[src/rtl/cpu_datapath.sv]
// Accumulator CPU datapath: PC, IR, AC, ALU, address mux and sticky halt.
// ZERO_REG_EN: define to register the zero flag (one-cycle lag, reset 1).
module cpu_datapath (
    input  logic       clk,
    input  logic       rst_,
    input  logic       load_ir,
    input  logic       inc_pc,
    input  logic       load_pc,
    input  logic       load_ac,
    input  logic       mem_rd,
    input  logic       mem_wr,
    input  logic       halt,
    input  logic       fetch,
    input  logic [7:0] mem_rdata,
    output logic [2:0] opcode,
    output logic       zero,
    output logic [4:0] mem_addr,
    output logic [7:0] mem_wdata,
    output logic       mem_re,
    output logic       mem_we,
    output logic [4:0] pc,
    output logic [7:0] ac,
    output logic       halted
);

    logic [7:0] ir;
    logic [4:0] operand;
    logic [7:0] alu_res;

    assign opcode  = ir[7:5];
    assign operand = ir[4:0];

    always_comb begin
        alu_res = ac;
        case (opcode)
            3'b000:  alu_res = ac + mem_rdata;
            3'b001:  alu_res = ac & mem_rdata;
            3'b010:  alu_res = ac ^ mem_rdata;
            3'b011:  alu_res = mem_rdata;
            default: alu_res = ac;
        endcase
    end

    // halt is sampled with halted still 0, so same-edge loads still land
    always_ff @(posedge clk) begin
        if (!rst_) begin
            pc     <= 5'd0;
            ir     <= 8'd0;
            ac     <= 8'd0;
            halted <= 1'b0;
        end else begin
            if (halt)
                halted <= 1'b1;
            if (!halted) begin
                if (load_ir)
                    ir <= mem_rdata;
                if (load_pc)
                    pc <= operand;
                else if (inc_pc)
                    pc <= pc + 5'd1;
                if (load_ac)
                    ac <= alu_res;
            end
        end
    end

`ifdef ZERO_REG_EN
    logic zero_q;

    always_ff @(posedge clk) begin
        if (!rst_)
            zero_q <= 1'b1;
        else
            zero_q <= (ac == 8'd0);
    end

    assign zero = zero_q;
`else
    assign zero = (ac == 8'd0);
`endif

    assign mem_addr  = fetch ? pc : operand;
    assign mem_wdata = ac;
    assign mem_re    = mem_rd;
    assign mem_we    = mem_wr & ~halted;

endmodule

[config.mk]
export PLATFORM = sky130hd
export DESIGN_NAME = cpu_datapath
export DESIGN_NICKNAME = d
export VERILOG_FILES = /design/src/rtl/cpu_datapath.sv
export SDC_FILE = /design/constraint.sdc
export NUM_CORES = 1
export LEC_CHECK = 0
export ABC_CLOCK_PERIOD_IN_PS = 2600
export CAP_MARGIN = 20
export CELL_PAD_IN_SITES_DETAIL_PLACEMENT = 1
export CELL_PAD_IN_SITES_GLOBAL_PLACEMENT = 2
export CORE_MARGIN = 5
export CORE_UTILIZATION = 28
export CTS_BUF_LIST = sky130_fd_sc_hd__clkbuf_4 sky130_fd_sc_hd__clkbuf_8
export CTS_CLUSTER_DIAMETER = 150
export CTS_CLUSTER_SIZE = 12
export DETAILED_ROUTE_END_ITERATION = 8
export PLACE_DENSITY = 0.93
export SLEW_MARGIN = 30
export SYNTH_ARGS = -nofsm -noshare
export SYNTH_HDL_FRONTEND = slang
export SYNTH_SLANG_ARGS = --single-unit
export TNS_END_PERCENT = 10
[constraint.sdc]
create_clock -name clk -period 2.6 [get_ports clk]
set_clock_uncertainty 0.15 [all_clocks]
set_input_delay 0.39 -clock clk [delete_from_list [all_inputs] [get_ports clk]]
set_output_delay 0.39 -clock clk [all_outputs]
set_load 0.05 [all_outputs]
* Yosys cells after proc, flatten, opt, wreduce, memory -nomap -nowiden
Cells that the tools add are included.
Word-level totals: register bits after elaboration 22, input bits 18, output and inout bits 33, logic and storage cells 24
Operators by class: $add $sub $neg 2, equal/unequal tests 3, multiplexer cells 4, bitwise gates (word level) 4, reductions and logical operators 7
Operators with widths (number):
- 8-bit case mux with 4 select lines | 1
- 5-bit two-way mux | 3
- 8-bit adder | 1
- 8-bit AND | 1
- 8-bit logical NOT | 1
- 8-bit bitwise XOR | 1
- 3-bit by 2-bit == test with 1-bit output, second input constant | 2
- 5-bit by 1-bit adder with 5-bit output, second input constant | 1
- 2-bit AND reduction | 2
- 4-bit nonzero test | 1
- 3-bit by 1-bit == test with 1-bit output, second input constant | 1
- 3-bit logical NOT | 1
- 3-bit AND reduction | 1
- 2-bit nonzero test | 1
- 1-bit AND | 1
- 1-bit NOT | 1

* Logic depth before layout (Yosys ltp)
depth after elaboration 3, depth in mapped cells 7, depth with buffers taken out 7

* Worst setup path after synthesis
No wires, ideal clock.
path kind register -> output, start register ac[4], end output port zero, arrival 1.728 ns, data required time 2.060 ns, slack 0.332 ns, stages on the path, launching flop included 3, buffers on the path 0, cell sequence dfxtp_1 -> or4_1 -> nor2_1
On the way: longest elaborated chain between the ends 1
Ends and longest elaborated chain:
- from (decl) | line 22 | output logic [7:0] ac,
- from (signal assigned) | line 62 | ac <= alu_res;
- 8-bit logical NOT | line 79 | assign zero = (ac == 8'd0);
- to (decl) | line 16 | output logic zero,
No other way between the ends.

* Worst setup path after layout
start input port mem_rdata[0], end register ac[4]
On the way: longest elaborated chain between the ends 2
Ends and longest elaborated chain:
- from (decl) | line 14 | input logic [7:0] mem_rdata,
- 8-bit adder | line 36 | 3'b000: alu_res = ac + mem_rdata;
- 8-bit case mux with 4 select lines | line 35 | case (opcode)
No other way between the ends. A chain may end at the register's enable or synchronous reset.

==> results.json <==
{
  "critical_path_required_ns": 2.65,
  "syn_area_per_cell_um2": 8.83,
  "drc": 0,
  "area_growth_pct": 32.5,
  "clock_latency_ns": 0.26,
  "ys_seq_area_share_pct": 26.7,
  "hold_violations": 0,
  "die_w_um": 86.8,
  "cts_resized": 0,
  "p_comb_share_pct": 45.4,
  "hpwl_mm": 3.78,
  "antenna_found_initial": 0,
  "path_cells": "clkdlybuf4s50_1 > ha_1 > fa_1 > a211oi_1 > nor2_1 > a221oi_1 > o31ai_1 > o21ai_1",
  "cts_setup_buffers": 0,
  "root_buffer": "clkbuf_8",
  "drt_iter0_drc": 64,
  "ant_nets": 0,
  "postSynthCellCount": 187,
  "cts_buffer_depth": 2,
  "setup_violations": 0,
  "power.leakage_nw": 0.886,
  "io_buffers": 48,
  "status": "complete, no violations",
  "gp_congestion": 0.773,
  "ys_types": 48,
  "rows": 28,
  "drt-wirelength-per-cell_um": 15.3,
  "die_h_um": 86.8,
  "critPathCaptureType": "flip-flop",
  "power.switching_w": 0.000448,
  "rsz0062_at_grt": "no",
  "ys_top_cells_by_area": "dfxtp_1, mux2i_1, ha_1",
  "worst_pin_slew_ns": 0.518,
  "finalPower_w": 0.00112,
  "internal-power_w": 0.000669,
  "maxCapViolCount": 0,
  "max_freq_mhz": 421,
  "routed_wl_mm": 4.62,
  "cts_made_buffers": 3,
  "final_nets": 258,
  "critPathKind": "in2reg",
  "track_usage_pct": 12.8,
  "yosysWarnings": 0,
  "ys_ff_latch": 22,
  "h-tree-depth": 1,
  "synth_common_cells": "dfxtp_1, mux2i_1, buf_4",
  "grt_pass1_vias": 1555,
  "final_max_slew_viol_count": 0,
  "synth_area_mm2": 0.00165,
  "post_route_cells_drive_above_1_share_pct": 15.4,
  "hold_ws_ns": 0.382,
  "power_density_mw_per_mm2": 510,
  "cp_max_fo": 3,
  "seqPwrFrac_pct": 35.3,
  "slew_headroom_pct": 65.3,
  "cts_tree": "done",
  "design_area_mm2": 0.00219,
  "grt_first_pass_wirelength_mm": 7.69,
  "async_reset_ff_share_pct": 0,
  "dr.pass1.iters": 4,
  "worstHoldPathType": "reg2reg",
  "critPathSlowestCell": "clkdlybuf4s50_1",
  "placed_area_mm2": 0.00215,
  "cpPeakStageDelay_ns": 0.43,
  "viasPerCell": 4.99,
  "synth_ff_type": "dfxtp_1",
  "vias": 1512,
  "grt.overflow.total": 0,
  "ios": 51,
  "critPathLaunchType": "input port",
  "grt_start_max_net_pins": 18,
  "cp.arrival_ns": 2.43,
  "path_clk_slew_ns": 0.08,
  "switching_share_pct": 40.1,
  "crit_buf_inv": 1,
  "core_area_mm2": 0.00582,
  "numClockSinks": 22,
  "synth_edf_count": 0,
  "fin_crit_sh_pct": 91.4,
  "synth.most_common_cell": "dfxtp_1",
  "ir_worst_vdd_v": 0.000164,
  "ctsHoldBuffers": 0,
  "path_delay_family": "compound AO/OA/AOI/OAI gates",
  "synth_top_area_share_pct": 26.7,
  "fin_crit_ns": 2.38,
  "antennaDiodeCount": 0,
  "clkPwrFrac_pct": 19.3,
  "syn_nets": 215,
  "yosys.area.top_type": "dfxtp_1",
  "initial_core_util_pct": 28.4,
  "design.die.area_mm2": 0.00753
}
[layout by cell type, fill, tap and decap left out, types with 3 or more instances in the layout]
master	count
clkdlybuf4s50_1	41
dfxtp_1	22
buf_4	17
mux2i_1	14
nand2_1	12
nor2_1	11
nor2b_1	11
a21oi_1	10
ha_1	9
o21ai_0	8
o21ai_1	6
mux2_2	5
and2_1	5
mux2_1	4
nand3_1	3
nor3_1	3
a31oi_1	3
a21o_1	3
a211oi_1	3
xnor2_1	3
clkbuf_8	3
[flip-flops by register name, summed over array words and instances, names as in the netlist]
signal and count:
ir 8, halted 1, pc 5, ac 8
[tightest hold or removal path, cell delays in order (launching register included)]
cell     delay, ns
dfxtp_1       0.36
nand2_1       0.08
o21ai_1       0.05
[path summary, 6_finish.rpt]
| kind | start | endpoint | slack, ns | cells after the start |
|---|---|---|---|---|
| worst min register to register | ac[4] | ac[4] | 0.38 | 2 |
| worst min-delay path | ac[4] | ac[4] | 0.38 | 2 |
| worst max-delay path | mem_rdata[0] | ac[4] | 0.22 | 8 |
| worst max register to register | ac[0] | ac[4] | 0.46 | 7 |
[kinds of logic after synthesis]
kind of cell               count (synthesis)  share of synthesized area, %
and+or+nand+nor                           57                          19.1
DFF                                       22                          26.7
xor gates and xnor gates                   3                          1.59
AOI/OAI and AO/OA                         50                          19.9
muxes                                     25                          16.4
adders and majority gates                 10                          8.03
buffers and inverters                     20                          8.26
[routing by layer]
layer / part of all wire (%) / GRT usage [%] / vias up / wire (um)
li1: - / - / 752 / -
met1: 44 / 15.5 / 726 / 2020
met2: 51 / 23.4 / 30 / 2370
met3: 4.3 / 1.90 / 4 / 198
met4: 0.74 / 2.97 / 0 / 34
met5: 0 / 0 / - / 0
[metrics by stage]
stage	setup WS, ns	TNS, ns	cells	util [%]
finish	0.224	0	303	37.6
CTS	0.227	0	303	37.6
floorplan	0.332	0	187	-
global route	0.0805	0	303	37.6
detailed placement	-0.0408	-0.0408	300	36.9
global placement	0.00102	0	300	36.9
[layout make-up]
class                   count  area (um^2)
well taps                  75         93.8
flip-flops and latches     22          440
multi-input cells         145         1070
fillers                   683         3630
repair buffers             58          538
clock buffers               3         41.3
[power groups by stage]
stage | clock network [W] | registers, W | logic, W
after floorplan | 0 | 0.000454 | 0.000312
after global placement | 0 | 0.000402 | 0.000502
after detailed placement | 0 | 0.000404 | 0.000510
after CTS | 0.000222 | 0.000396 | 0.000511
after global routing | 0.000238 | 0.000401 | 0.000543
final | 0.000215 | 0.000395 | 0.000507
No activity file was read; power rests on OpenSTA's default activity.
